==> config.mk <==
export PLATFORM = sky130hd
export DESIGN_NAME = enemy_fire_sched
export DESIGN_NICKNAME = d
export VERILOG_FILES = /design/src/rtl/enemy_fire_sched.sv
export SDC_FILE = /design/constraint.sdc
export NUM_CORES = 1
export LEC_CHECK = 0
export ABC_AREA = 0
export ABC_CLOCK_PERIOD_IN_PS = 4600
export BUFFER_PORTS_ARGS = -buffer_cell sky130_fd_sc_hd__buf_2
export CORE_MARGIN = 3
export CORE_UTILIZATION = 60
export CTS_CLUSTER_SIZE = 24
export DETAILED_ROUTE_END_ITERATION = 10
export PLACE_DENSITY = 0.83
export SLEW_MARGIN = 30
export SYNTH_ARGS = -nofsm -noshare
export SYNTH_HDL_FRONTEND = slang
export SYNTH_SLANG_ARGS = --single-unit
==> constraint.sdc <==
create_clock -name pclk_i -period 4.6 [get_ports pclk_i]
set_input_delay 1.15 -clock pclk_i [delete_from_list [all_inputs] [get_ports pclk_i]]
set_output_delay 1.15 -clock pclk_i [all_outputs]
set_load 0.01 [all_outputs]
==> src/rtl/enemy_fire_sched.sv <==
// Round-robin scheduler that shares the one enemy missile among N enemies:
// a level-dependent cooldown, then a grant to the next living enemy after the last shooter.
//
// state | meaning
// IDLE  | wave inactive or nobody alive; waiting for enable with a living enemy
// COOL  | cooldown running, cd_cnt counts down to zero
// PICK  | one-cycle round-robin scan for the next living enemy after ptr
// REQ   | fire_req held for fire_sel until acked or that enemy dies
// WAIT  | shot accepted, waiting for the missile to leave the screen
module enemy_fire_sched #(
  parameter int              N       = 4,
  parameter int              CD_W    = 24,
  parameter logic [CD_W-1:0] BASE_CD = CD_W'(4000000),
  parameter logic [CD_W-1:0] STEP_CD = CD_W'(250000),
  parameter logic [CD_W-1:0] MIN_CD  = CD_W'(500000)
) (
  input  logic         pclk_i,
  input  logic         rst_ni,
  input  logic         enable_i,
  input  logic [3:0]   level_i,
  input  logic [N-1:0] alive_i,
  input  logic         fire_busy_i,
  input  logic         fire_ack_i,
  output logic         fire_req_o,
  output logic [3:0]   fire_sel_o,
  output logic         wave_clear_o,
  output logic [7:0]   shot_cnt_o
);

  localparam int PW = CD_W + 4;

  typedef enum logic [2:0] {S_IDLE, S_COOL, S_PICK, S_REQ, S_WAIT} state_e;

  state_e          state_q, state_d;
  logic [CD_W-1:0] cd_cnt_q, cd_cnt_d;
  logic [3:0]      ptr_q, ptr_d;
  logic [3:0]      sel_q, sel_d;
  logic [7:0]      shot_q, shot_d;
  logic            req_q, req_d;
  logic            clear_q, clear_d;

  logic [PW-1:0]   cd_prod;
  logic [CD_W-1:0] cd_val;
  logic [15:0]     alive_x;
  logic [4:0]      idx;
  logic [3:0]      cand;
  logic            found;

  assign alive_x = 16'(alive_i);
  assign cd_prod = PW'(level_i) * PW'(STEP_CD);

  // Clamp before subtracting so the cooldown never underflows below the floor.
  always_comb begin
    if (cd_prod > PW'(BASE_CD - MIN_CD)) cd_val = MIN_CD;
    else                                 cd_val = BASE_CD - cd_prod[CD_W-1:0];
  end

  always_comb begin
    found = 1'b0;
    cand  = '0;
    idx   = '0;
    for (int k = 1; k <= N; k++) begin
      idx = 5'(ptr_q) + 5'(k);
      if (idx >= 5'(N)) idx = idx - 5'(N);
      if (!found && alive_x[idx[3:0]]) begin
        found = 1'b1;
        cand  = idx[3:0];
      end
    end
  end

  always_ff @(posedge pclk_i or negedge rst_ni) begin
    if (!rst_ni) state_q <= S_IDLE;
    else         state_q <= state_d;
  end

  always_comb begin
    state_d = state_q;
    if (!enable_i) begin
      state_d = S_IDLE;
    end else begin
      case (state_q)
        S_IDLE: if (|alive_i) state_d = S_COOL;
        S_COOL: if (cd_cnt_q == '0) state_d = S_PICK;
        S_PICK: state_d = found ? S_REQ : S_IDLE;
        S_REQ: begin
          if (fire_ack_i)              state_d = S_WAIT;
          else if (!alive_x[sel_q])    state_d = S_PICK;
        end
        S_WAIT: if (!fire_busy_i) state_d = S_COOL;
        default: state_d = S_IDLE;
      endcase
    end
  end

  always_comb begin
    cd_cnt_d = cd_cnt_q;
    ptr_d    = ptr_q;
    sel_d    = sel_q;
    shot_d   = shot_q;
    req_d    = (state_d == S_REQ);
    clear_d  = enable_i && (alive_i == '0);
    if (state_d == S_COOL && state_q != S_COOL)
      cd_cnt_d = cd_val - CD_W'(1);
    else if (state_q == S_COOL && cd_cnt_q != '0)
      cd_cnt_d = cd_cnt_q - CD_W'(1);
    if (state_q == S_PICK && state_d == S_REQ)
      sel_d = cand;
    if (state_q == S_REQ && state_d == S_WAIT) begin
      ptr_d  = sel_q;
      shot_d = shot_q + 8'd1;
    end
  end

  always_ff @(posedge pclk_i or negedge rst_ni) begin
    if (!rst_ni) begin
      cd_cnt_q <= '0;
      ptr_q    <= 4'(N - 1);
      sel_q    <= '0;
      shot_q   <= '0;
      req_q    <= 1'b0;
      clear_q  <= 1'b0;
    end else begin
      cd_cnt_q <= cd_cnt_d;
      ptr_q    <= ptr_d;
      sel_q    <= sel_d;
      shot_q   <= shot_d;
      req_q    <= req_d;
      clear_q  <= clear_d;
    end
  end

  assign fire_req_o   = req_q;
  assign fire_sel_o   = sel_q;
  assign wave_clear_o = clear_q;
  assign shot_cnt_o   = shot_q;

endmodule
==> results of run 1 <==
## how the worst min path moves through the flow
stage                  start             to  slack (ps)  depth (start not counted)
2_1_floorplan   cd_cnt_q[17]   cd_cnt_q[17]         500                          2
3_3_place_gp   shot_cnt_o[7]  shot_cnt_o[7]         450                          1
3_5_place_dp   shot_cnt_o[7]  shot_cnt_o[7]         460                          1
4_1_cts        shot_cnt_o[7]  shot_cnt_o[7]         480                          1
5_1_grt        shot_cnt_o[7]  shot_cnt_o[7]         510                          1
6_report       shot_cnt_o[7]  shot_cnt_o[7]         470                          1
## state kept, by name (all words and copies together), names as in the netlist
signal,count
shot_cnt_o,8
fire_req_o,1
wave_clear_o,1
fire_sel_o,4
ptr_q,4
state_q,3
cd_cnt_q,24
## cell families (layout without fill, tap and decap cells)
logic type / after synthesis / count (layout) / synth area share
AO/OA/AOI/OAI: 109 / 109 / 0.167
XOR/XNOR: 57 / 57 / 0.113
adder cells (fa/ha/maj): 43 / 43 / 0.130
buffers and inverters: 48 / 135 / 0.0411
flip-flops: 45 / 45 / 0.255
multiplexers: 15 / 15 / 0.0442
AND/OR/NAND/NOR: 214 / 214 / 0.249
## report_power, final
| part | internal [mW] | total, mW | switching (mW) |
|---|---|---|---|
| Clock | 0.219 | 0.369 | 0.151 |
| Sequential | 0.476 | 0.567 | 0.0910 |
| Combinational | 0.478 | 1.04 | 0.559 |
| Total | 1.17 | 1.97 | 0.800 |
## placed cells by master (no fill, tap or decap), drive strengths merged, types with 3 or more instances in the layout
master  Yosys  final
and3        5      5
nor2b       8      8
clkbuf     18      5
buf         2     99
o211ai      3      3
a31oi       6      6
nor4       16     16
inv        28     29
o22ai       6      6
nand3       9      9
mux2        6      6
a21o        8      8
fa          5      5
mux2i       6      6
nand4       6      6
ha         38     38
nand2b      6      6
nor2       57     57
a21oi      23     23
and4        3      3
nand2      53     53
or4         4      4
or3         8      8
dfrtp      43     43
o21ai      26     26
xor2       14     14
nor4b       3      3
mux4        3      3
nor3       25     25
xnor2      43     43
a211oi     12     12
## synthesized netlist by cell type (2+ instances only)
cell,n,area [um^2]
nor4b_1,3,26.3
a211o_1,2,17.5
o22ai_1,6,37.5
fa_1,5,100
or3b_1,2,17.5
mux2i_1,6,60.1
nand4_1,6,37.5
and2_1,2,12.5
dfrtp_1,43,1080
o21ai_1,3,15.0
nand2_1,53,199
inv_1,28,105
xor2_1,14,123
o21ai_0,23,115
or3_1,8,50.1
a211oi_1,11,82.6
nor4bb_1,2,20.0
nand3_1,9,45.0
nor2_1,57,214
mux4_2,3,67.6
a31oi_1,6,37.5
nor3_1,24,120
mux2_2,6,67.6
nand4b_1,2,17.5
clkbuf_1,18,67.6
or4_1,3,22.5
o211a_1,2,20.0
ha_1,38,475
nor4_1,14,87.6
nand2b_1,6,37.5
and3_1,5,31.3
a21o_1,8,60.1
dfstp_2,2,52.6
xnor2_1,43,377
o21bai_1,2,15.0
a21oi_1,23,115
and4_1,3,26.3
nor2b_1,8,50.1
o211ai_1,3,22.5
## metal layers
layer | vias up | track usage | routed length [um]
met2 | 256 | 0.512 | 6440
met5 | - | 0 | 0
met3 | 58 | 0.0394 | 818
met4 | 0 | 0.151 | 596
li1 | 2072 | - | -
met1 | 2129 | 0.339 | 4770
## layout make-up
| cell class | count | area share |
|---|---|---|
| multi-input cells | 438 | 0.604 |
| repair buffers | 99 | 0.127 |
| clock buffers | 5 | 0.0124 |
| clock inverters | 3 | 0.0124 |
| flip-flops and latches | 45 | 0.204 |
| inverters | 28 | 0.0190 |
| well taps | 96 | 0.0217 |
## per-stage QoR
stage	instance area, um^2	setup slack (ps)
global placement	5120	-305
global route	5540	-218
floorplan	4450	-266
CTS	5360	-25.8
finish	5540	-100
detailed placement	5130	-468
## what timing repair did
item	4_1_cts	5_1_grt
gates resized for setup	14	32
gates cloned	0	0
setup buffers	4	3
hold buffers	0	0
endpoints found under the setup margin	6	14
pin swaps	7	8
## worst register-to-register path, delay by kind of cell, from the launching register on
kind	cells	cell delay, ps
simple gates	7	2580
flops	1	440
compound gates	1	340
mux	1	260
==> results.json, run 1 <==
{
  "synth_cell_types": 68,
  "cts.clk_slew.worst_paths_ps": 90,
  "seqCellArea_um2": 1130,
  "critical_path.max_stage_delay_ps": 580,
  "endpoint": "cd_cnt_q[22]",
  "synth-async-reset-ratio": 1.00,
  "multi_input_area_um2": 3340,
  "numCtsBuffers": 5,
  "vias": 4515,
  "fin_skew_ps": 9.00,
  "path_cells": "buf_8 -> fa_1 -> inv_2 -> fa_1 -> inv_2 -> ha_4 -> xor2_2 -> buf_4 -> and2_1 -> a211o_1 -> nor2b_1 -> xnor2_1 -> a31oi_4 -> nor4_2 -> buf_4 -> a41o_1 -> nor3_1",
  "cp-start-kind": "input port",
  "outcome": "complete, but fails checks",
  "synthFlopType": "dfrtp_1",
  "hold_viol_final": 0,
  "synth_cells": 531,
  "grt_overflow": 0,
  "place_inst": 699,
  "first_pass_iters": 7,
  "grtUsageTotal": 0.289,
  "power_density_nw_per_um2": 356,
  "clkSinkCount": 45,
  "clock_latency_ps": 310,
  "setup_violations": 1,
  "final_cells": 714,
  "dieWidth_um": 91.8,
  "syn_area_um2": 4420,
  "worstMarginPinSlew_ps": 744,
  "drc": 0,
  "cts-root-buf": "clkbuf_8",
  "crit_path_max_fanout": 6,
  "fmax_ghz": 0.213,
  "drive_above_1_share": 0.265,
  "coreArea_um2": 6980,
  "reg2reg_slack_ps": 870,
  "worstRegToRegCells": 9,
  "path_buf_inv": 5,
  "drv_cap": 0,
  "fin_ws_ps": -100,
  "hold_ws_ps": 468,
  "final_util": 0.793,
  "cp.depth": 17,
  "ir_worst_vdd_v": 0.000266,
  "antenna_cells": 0,
  "routed_via_density": 6.32,
  "ys_warn_count": 0,
  "rows": 30,
  "avgSynthCellArea_um2": 8.32,
  "finalPower_mw": 1.97,
  "htree_levels": 2,
  "timing.rr.end": "cd_cnt_q[21]",
  "first_iter_violations": 400,
  "min_period_ps": 4700,
  "drtAntennaViolNets": 0,
  "setup.worst_path.class": "input port to flop",
  "wirelength_mm": 12.6,
  "wl_per_cell_um": 17.7,
  "start_util": 0.633,
  "ys_ff_latch": 45,
  "period_share": 1.02,
  "violations": "setup timing",
  "crit_slowest_cell": "fa_1",
  "grt_max_degree": 46,
  "n_fill_cell": 452,
  "rsz0062_at_grt": "yes",
  "die_h_um": 91.8,
  "dieArea_um2": 8430,
  "cts_tree": "built",
  "r2r-start": "cd_cnt_q[5]",
  "power.leakage_nw": 2.55,
  "maxSlewViolCount": 0,
  "area_delta_synth_final_pct": 25.3,
  "antenna_found_initial": 0,
  "first_global_vias": 4428,
  "crit_required_ps": 4790,
  "yosysSeqAreaShare": 0.255,
  "maxSlewHeadroom": 0.491,
  "cts.path.max_buffers": 2,
  "gp_congestion": 0.968,
  "nets": 673,
  "io_buffers": 26,
  "critPathTopFamily": "adder cells",
  "tns_ps": -100,
  "endpoint_kind": "flop",
  "io_pins": 27,
  "dp_hpwl_mm": 8.95,
  "syn-num-nets": 587,
  "critPathLaunch": "level_i[2]",
  "synth_edf_count": 0,
  "critPathArrivalTime_ps": 4890,
  "hold_class": "flop to flop",
  "grt_pass1_wl_mm": 20.2
}
(Power assumes the default switching activity.)
==> run 2: changes to the inputs <==
- CORE_MARGIN: 3 -> 2
==> run 2 against run 1 <==
  * The flow still finishes with violations (setup timing)
  * Worst hold slack gained 4.8 ps
  * Critical path type unchanged
  * Critical path depth unchanged
  * Worst setup slack better by 29 ps
  * Total power shrank 6.5%
  * Clock power decreased by 14%
  * Via count decreased by 3.6%
  * Non-clock buffer count shrank 9
==> results.json, run 2 (synthesis gave the netlist of run 1 again) <==
{
  "outcome": "complete, but fails checks",
  "violations": "setup timing",
  "power_density_nw_per_um2": 342,
  "tns_ps": -81.9,
  "worstMarginPinSlew_ps": 656,
  "wirelength_mm": 11.9,
  "setup_violations": 2,
  "maxSlewViolCount": 0,
  "htree_levels": 2,
  "min_period_ps": 4670,
  "largest-register": "cd_cnt_q",
  "p_sw_frac": 0.404,
  "io_pins": 27,
  "fin_skew_ps": 7.23,
  "endpoint_kind": "flop",
  "area_delta_synth_final_pct": 22.1,
  "fin_ws_ps": -71.6,
  "pwr-share-comb": 0.521,
  "maxSlewHeadroom": 0.558,
  "rsz0062_at_grt": "yes",
  "first_iter_violations": 345,
  "cts_tree": "built",
  "rows": 31,
  "cts.path.max_buffers": 2,
  "die_h_um": 89.8,
  "crit_path_max_fanout": 5,
  "critPathArrivalTime_ps": 4830,
  "p_switching_mw": 0.746,
  "grt_max_degree": 46,
  "wl_per_cell_um": 16.9,
  "ir_worst_vdd_v": 0.000224,
  "drive_above_1_share": 0.245,
  "dp_slack_ps": -409,
  "drc": 0,
  "clock_latency_ps": 300,
  "p_seq_frac": 0.308,
  "antenna_found_initial": 0,
  "largest_register_ffs": 24,
  "crit_required_ps": 4760,
  "io_buffers": 26,
  "grt_pass1_wl_mm": 19.7,
  "clkSinkCount": 45,
  "fmax_ghz": 0.214,
  "dieArea_um2": 8070,
  "setup.worst_path.class": "input port to flop",
  "final_cell_mix": "buf_4, nor2_1, nand2_1, dfrtp_1, xnor2_1",
  "final_common_cell": "buf_4",
  "first_pass_iters": 5,
  "dp_hpwl_mm": 8.96,
  "nets": 664,
  "numCtsBuffers": 5,
  "hold_class": "flop to flop",
  "dieWidth_um": 89.8,
  "cts-root-buf": "clkbuf_8",
  "seqCellArea_um2": 1130,
  "hold_viol_final": 0,
  "gp_congestion": 0.933,
  "first_global_vias": 4401,
  "vias": 4354,
  "drv_cap": 0,
  "cts.clk_slew.worst_paths_ps": 90,
  "cp-start-kind": "input port",
  "routed_via_density": 6.15,
  "power.leakage_nw": 2.48,
  "n_fill_cell": 513,
  "drtAntennaViolNets": 0,
  "clockPowerShare": 0.171,
  "period_share": 1.02,
  "p_int_mw": 1.10,
  "antenna_cells": 0,
  "start_util": 0.616,
  "coreArea_um2": 7180,
  "multi_input_area_um2": 3290,
  "grt_overflow": 0,
  "grtUsageTotal": 0.289,
  "hold_ws_ps": 473
}
==> run 2: final cells by class <==
class | count | area share
Multi-Input combinational cell | 438 | 0.609
Sequential cell | 45 | 0.209
Timing Repair Buffer | 90 | 0.118
Tap cell | 99 | 0.0229
Inverter | 28 | 0.0195
Clock buffer | 6 | 0.0153
Clock inverter | 2 | 0.00695
==> run 2: path summary, 6_finish.rpt <==
path	cells past startpoint	endpoint	slack (ps)	start
setup reg to reg	9	cd_cnt_q[21]	1070	cd_cnt_q[5]
hold reg to reg	1	shot_cnt_o[7]	470	shot_cnt_o[7]
min in group asynchronous	1	ptr_q[2]	840	rst_ni
hold / removal	1	shot_cnt_o[7]	470	shot_cnt_o[7]
setup / recovery	17	cd_cnt_q[14]	-70	level_i[2]
max in group asynchronous	1	state_q[1]	3370	rst_ni
==> run 2: per-layer routing <==
metal,wire length (um),up-vias,track usage
met3,619,43,0.0402
met2,6220,198,0.543
li1,-,2060,-
met5,0,-,0
met1,4750,2053,0.336
met4,341,0,0.100
==> run 2: power groups by stage <==
| stage | sequential [mW] | clock, mW | combinational (mW) |
|---|---|---|---|
| floorplan | 0.544 | 0 | 0.583 |
| detailed placement | 0.567 | 0 | 0.868 |
| global placement | 0.561 | 0 | 0.834 |
| CTS | 0.564 | 0.316 | 0.884 |
| finish | 0.567 | 0.316 | 0.961 |
| global route | 0.578 | 0.337 | 1.05 |
==> run 2: stage by stage <==
| stage | power (mW) | instance area, um^2 | utilization | cells |
|---|---|---|---|---|
| 6_report | 1.84 | 5400 | 0.752 | 708 |
| 5_1_grt | 1.96 | 5400 | 0.752 | 708 |
| 4_1_cts | 1.76 | 5260 | 0.733 | 708 |
| 3_5_place_dp | 1.44 | 5100 | 0.710 | 698 |
| 3_3_place_gp | 1.39 | 5100 | 0.710 | 698 |
| 2_1_floorplan | 1.13 | 4450 | - | 531 |
==> run 2: repair_timing <==
action,in CTS,in global routing
endpoints found under the setup margin,4,15
gates resized for setup,7,30
pin swaps,8,7
buffers inserted,2,1
hold buffers,0,0
==> run 2: worst max-delay path, cell delays in order <==
cell and delay (ps):
buf_8 100, fa_1 560, inv_1 60, fa_1 490
inv_2 50, ha_4 280, o21ai_2 60, o2111a_1 280
nor4_4 330, a211oi_2 70, buf_4 180, a211oi_2 320
buf_4 180, o221a_2 190, o21ai_0 160, xnor2_1 260
mux2i_1 110
==> run 3: changes to the inputs <==
- ABC_CLOCK_PERIOD_IN_PS: 4600 -> 5800
- clock period: 4.6 -> 5.8 ns (I/O delays scaled with it)
==> run 3 against run 2 <==
  * The run now ends clean
  * Final cell count fell by 6.8%
  * Die area unchanged
  * Clock skew up 0.50 ps
  * Largest power group unchanged
  * Final area is 10% lower
  * Critical path type unchanged
  * Wire length shrank 15%
==> results.json, run 3 (synthesis gave the netlist of run 1 again) <==
{
  "ir_worst_vdd_v": 0.000161,
  "p_int_mw": 0.712,
  "fin_skew_ps": 7.73,
  "fmax_ghz": 0.185,
  "largest-register": "cd_cnt_q",
  "outcome": "finished clean",
  "worstMarginPinSlew_ps": 811,
  "rsz0062_at_grt": "no",
  "grt_overflow": 0,
  "wl_per_cell_um": 15.5,
  "cp-start-kind": "input port",
  "final_cell_mix": "nor2_1, nand2_1, xnor2_1, dfrtp_1, ha_1",
  "first_iter_violations": 272,
  "grt_max_degree": 26,
  "hold_class": "flop to flop",
  "numCtsBuffers": 5,
  "htree_levels": 2,
  "dieWidth_um": 89.8,
  "clkSinkCount": 45,
  "worstRegToRegCells": 9,
  "endpoint_kind": "flop",
  "maxSlewViolCount": 0,
  "nets": 616,
  "first_pass_iters": 4,
  "io_buffers": 26,
  "dieArea_um2": 8070,
  "cts_tree": "built",
  "hold_viol_final": 0,
  "cts_resized": 0,
  "area_delta_synth_final_pct": 9.37,
  "cts.clk_slew.worst_paths_ps": 90,
  "hp-start": "shot_cnt_o[7]",
  "crit_required_ps": 5990,
  "period_share": 0.932,
  "antenna_found_initial": 0,
  "min_period_ps": 5410,
  "grt_pass1_wl_mm": 17.8,
  "drc": 0,
  "p_sw_frac": 0.419,
  "drive_above_1_share": 0.125,
  "holdPathEnd": "shot_cnt_o[7]",
  "largest_register_ffs": 24,
  "vias": 4060,
  "drtAntennaViolNets": 0,
  "p_seq_frac": 0.363,
  "final_cells": 660,
  "clock_latency_ps": 300,
  "start_util": 0.616,
  "routed_via_density": 6.15,
  "maxSlewHeadroom": 0.445,
  "final_common_cell": "nor2_1",
  "setup_violations": 0,
  "io_pins": 27,
  "cts-root-buf": "clkbuf_8",
  "cts.path.max_buffers": 2,
  "power_density_nw_per_um2": 253,
  "coreArea_um2": 7180,
  "setup.worst_path.class": "input port to flop",
  "place_inst": 652,
  "wirelength_mm": 10.2,
  "pwr-share-comb": 0.474,
  "timing.rr.end": "cd_cnt_q[21]",
  "hold_path_depth": 1,
  "cts_hold_buf": 0,
  "clockPowerShare": 0.163,
  "p_switching_mw": 0.512,
  "gp_congestion": 0.919,
  "crit_path_max_fanout": 7,
  "antenna_cells": 0,
  "grtUsageTotal": 0.260,
  "drv_cap": 0,
  "tns_ps": 0,
  "r2r-start": "cd_cnt_q[5]",
  "first_global_vias": 3901,
  "dp_hpwl_mm": 8.00,
  "rows": 31,
  "critPathArrivalTime_ps": 5600,
  "critPathLaunch": "level_i[2]",
  "power.leakage_nw": 2.19,
  "die_h_um": 89.8,
  "postCtsSetupBuffers": 0,
  "reg2reg_slack_ps": 2190
}
run 3: stage by stage:
step                      power (mW)  cell area, um^2  setup slack [ps]  hold slack (ps)  utilization
final                           1.22             4830               395              466        0.674
after CTS                       1.22             4830               406              474        0.674
after floorplan                0.880             4420               265              497            -
after detailed placement        1.02             4740              80.5              457        0.661
after global routing            1.32             4830              91.1              490        0.674
after global placement          1.00             4710               217              454        0.657
run 3: per-layer routing:
metal  part of all wire  GRT usage  vias up
met1               0.44      0.337     1933
li1                   -          -     1975
met3              0.039     0.0268       20
met4              0.021     0.0795        0
met2               0.50      0.460      132
met5                  0          0        -
run 3: worst max path at each step:
stage          cells past startpoint  slack, ps           end
6_report                          15        390  cd_cnt_q[18]
5_1_grt                           16         90  cd_cnt_q[22]
4_1_cts                           15        410  cd_cnt_q[18]
3_5_place_dp                      15         80  cd_cnt_q[18]
3_3_place_gp                      15        220  cd_cnt_q[18]
2_1_floorplan                     15        260  cd_cnt_q[18]
run 3: final cells by class:
class | instances | area (um^2)
Sequential cell | 45 | 1130
Inverter | 28 | 105
Tap cell | 99 | 124
Fill cell | 577 | 2340
Multi-Input combinational cell | 438 | 3110
Clock buffer | 5 | 68.8
Clock inverter | 3 | 22.5
Timing Repair Buffer | 42 | 270
run 3: power by group through the flow:
stage	clock network [mW]	registers [mW]	logic, mW
3_5_place_dp	0	0.448	0.577
4_1_cts	0.204	0.443	0.577
6_report	0.199	0.444	0.581
2_1_floorplan	0	0.432	0.448
3_3_place_gp	0	0.445	0.555
5_1_grt	0.218	0.455	0.650
run 3: critical path, stage by stage:
cell,delay [ps]
buf_2,140
fa_1,530
inv_1,60
fa_1,490
inv_1,40
ha_1,330
o21ai_0,130
o2111a_1,270
nor4_2,470
a211oi_1,120
and2_1,190
o41a_1,480
nor4_4,470
xnor2_1,110
a211o_1,290
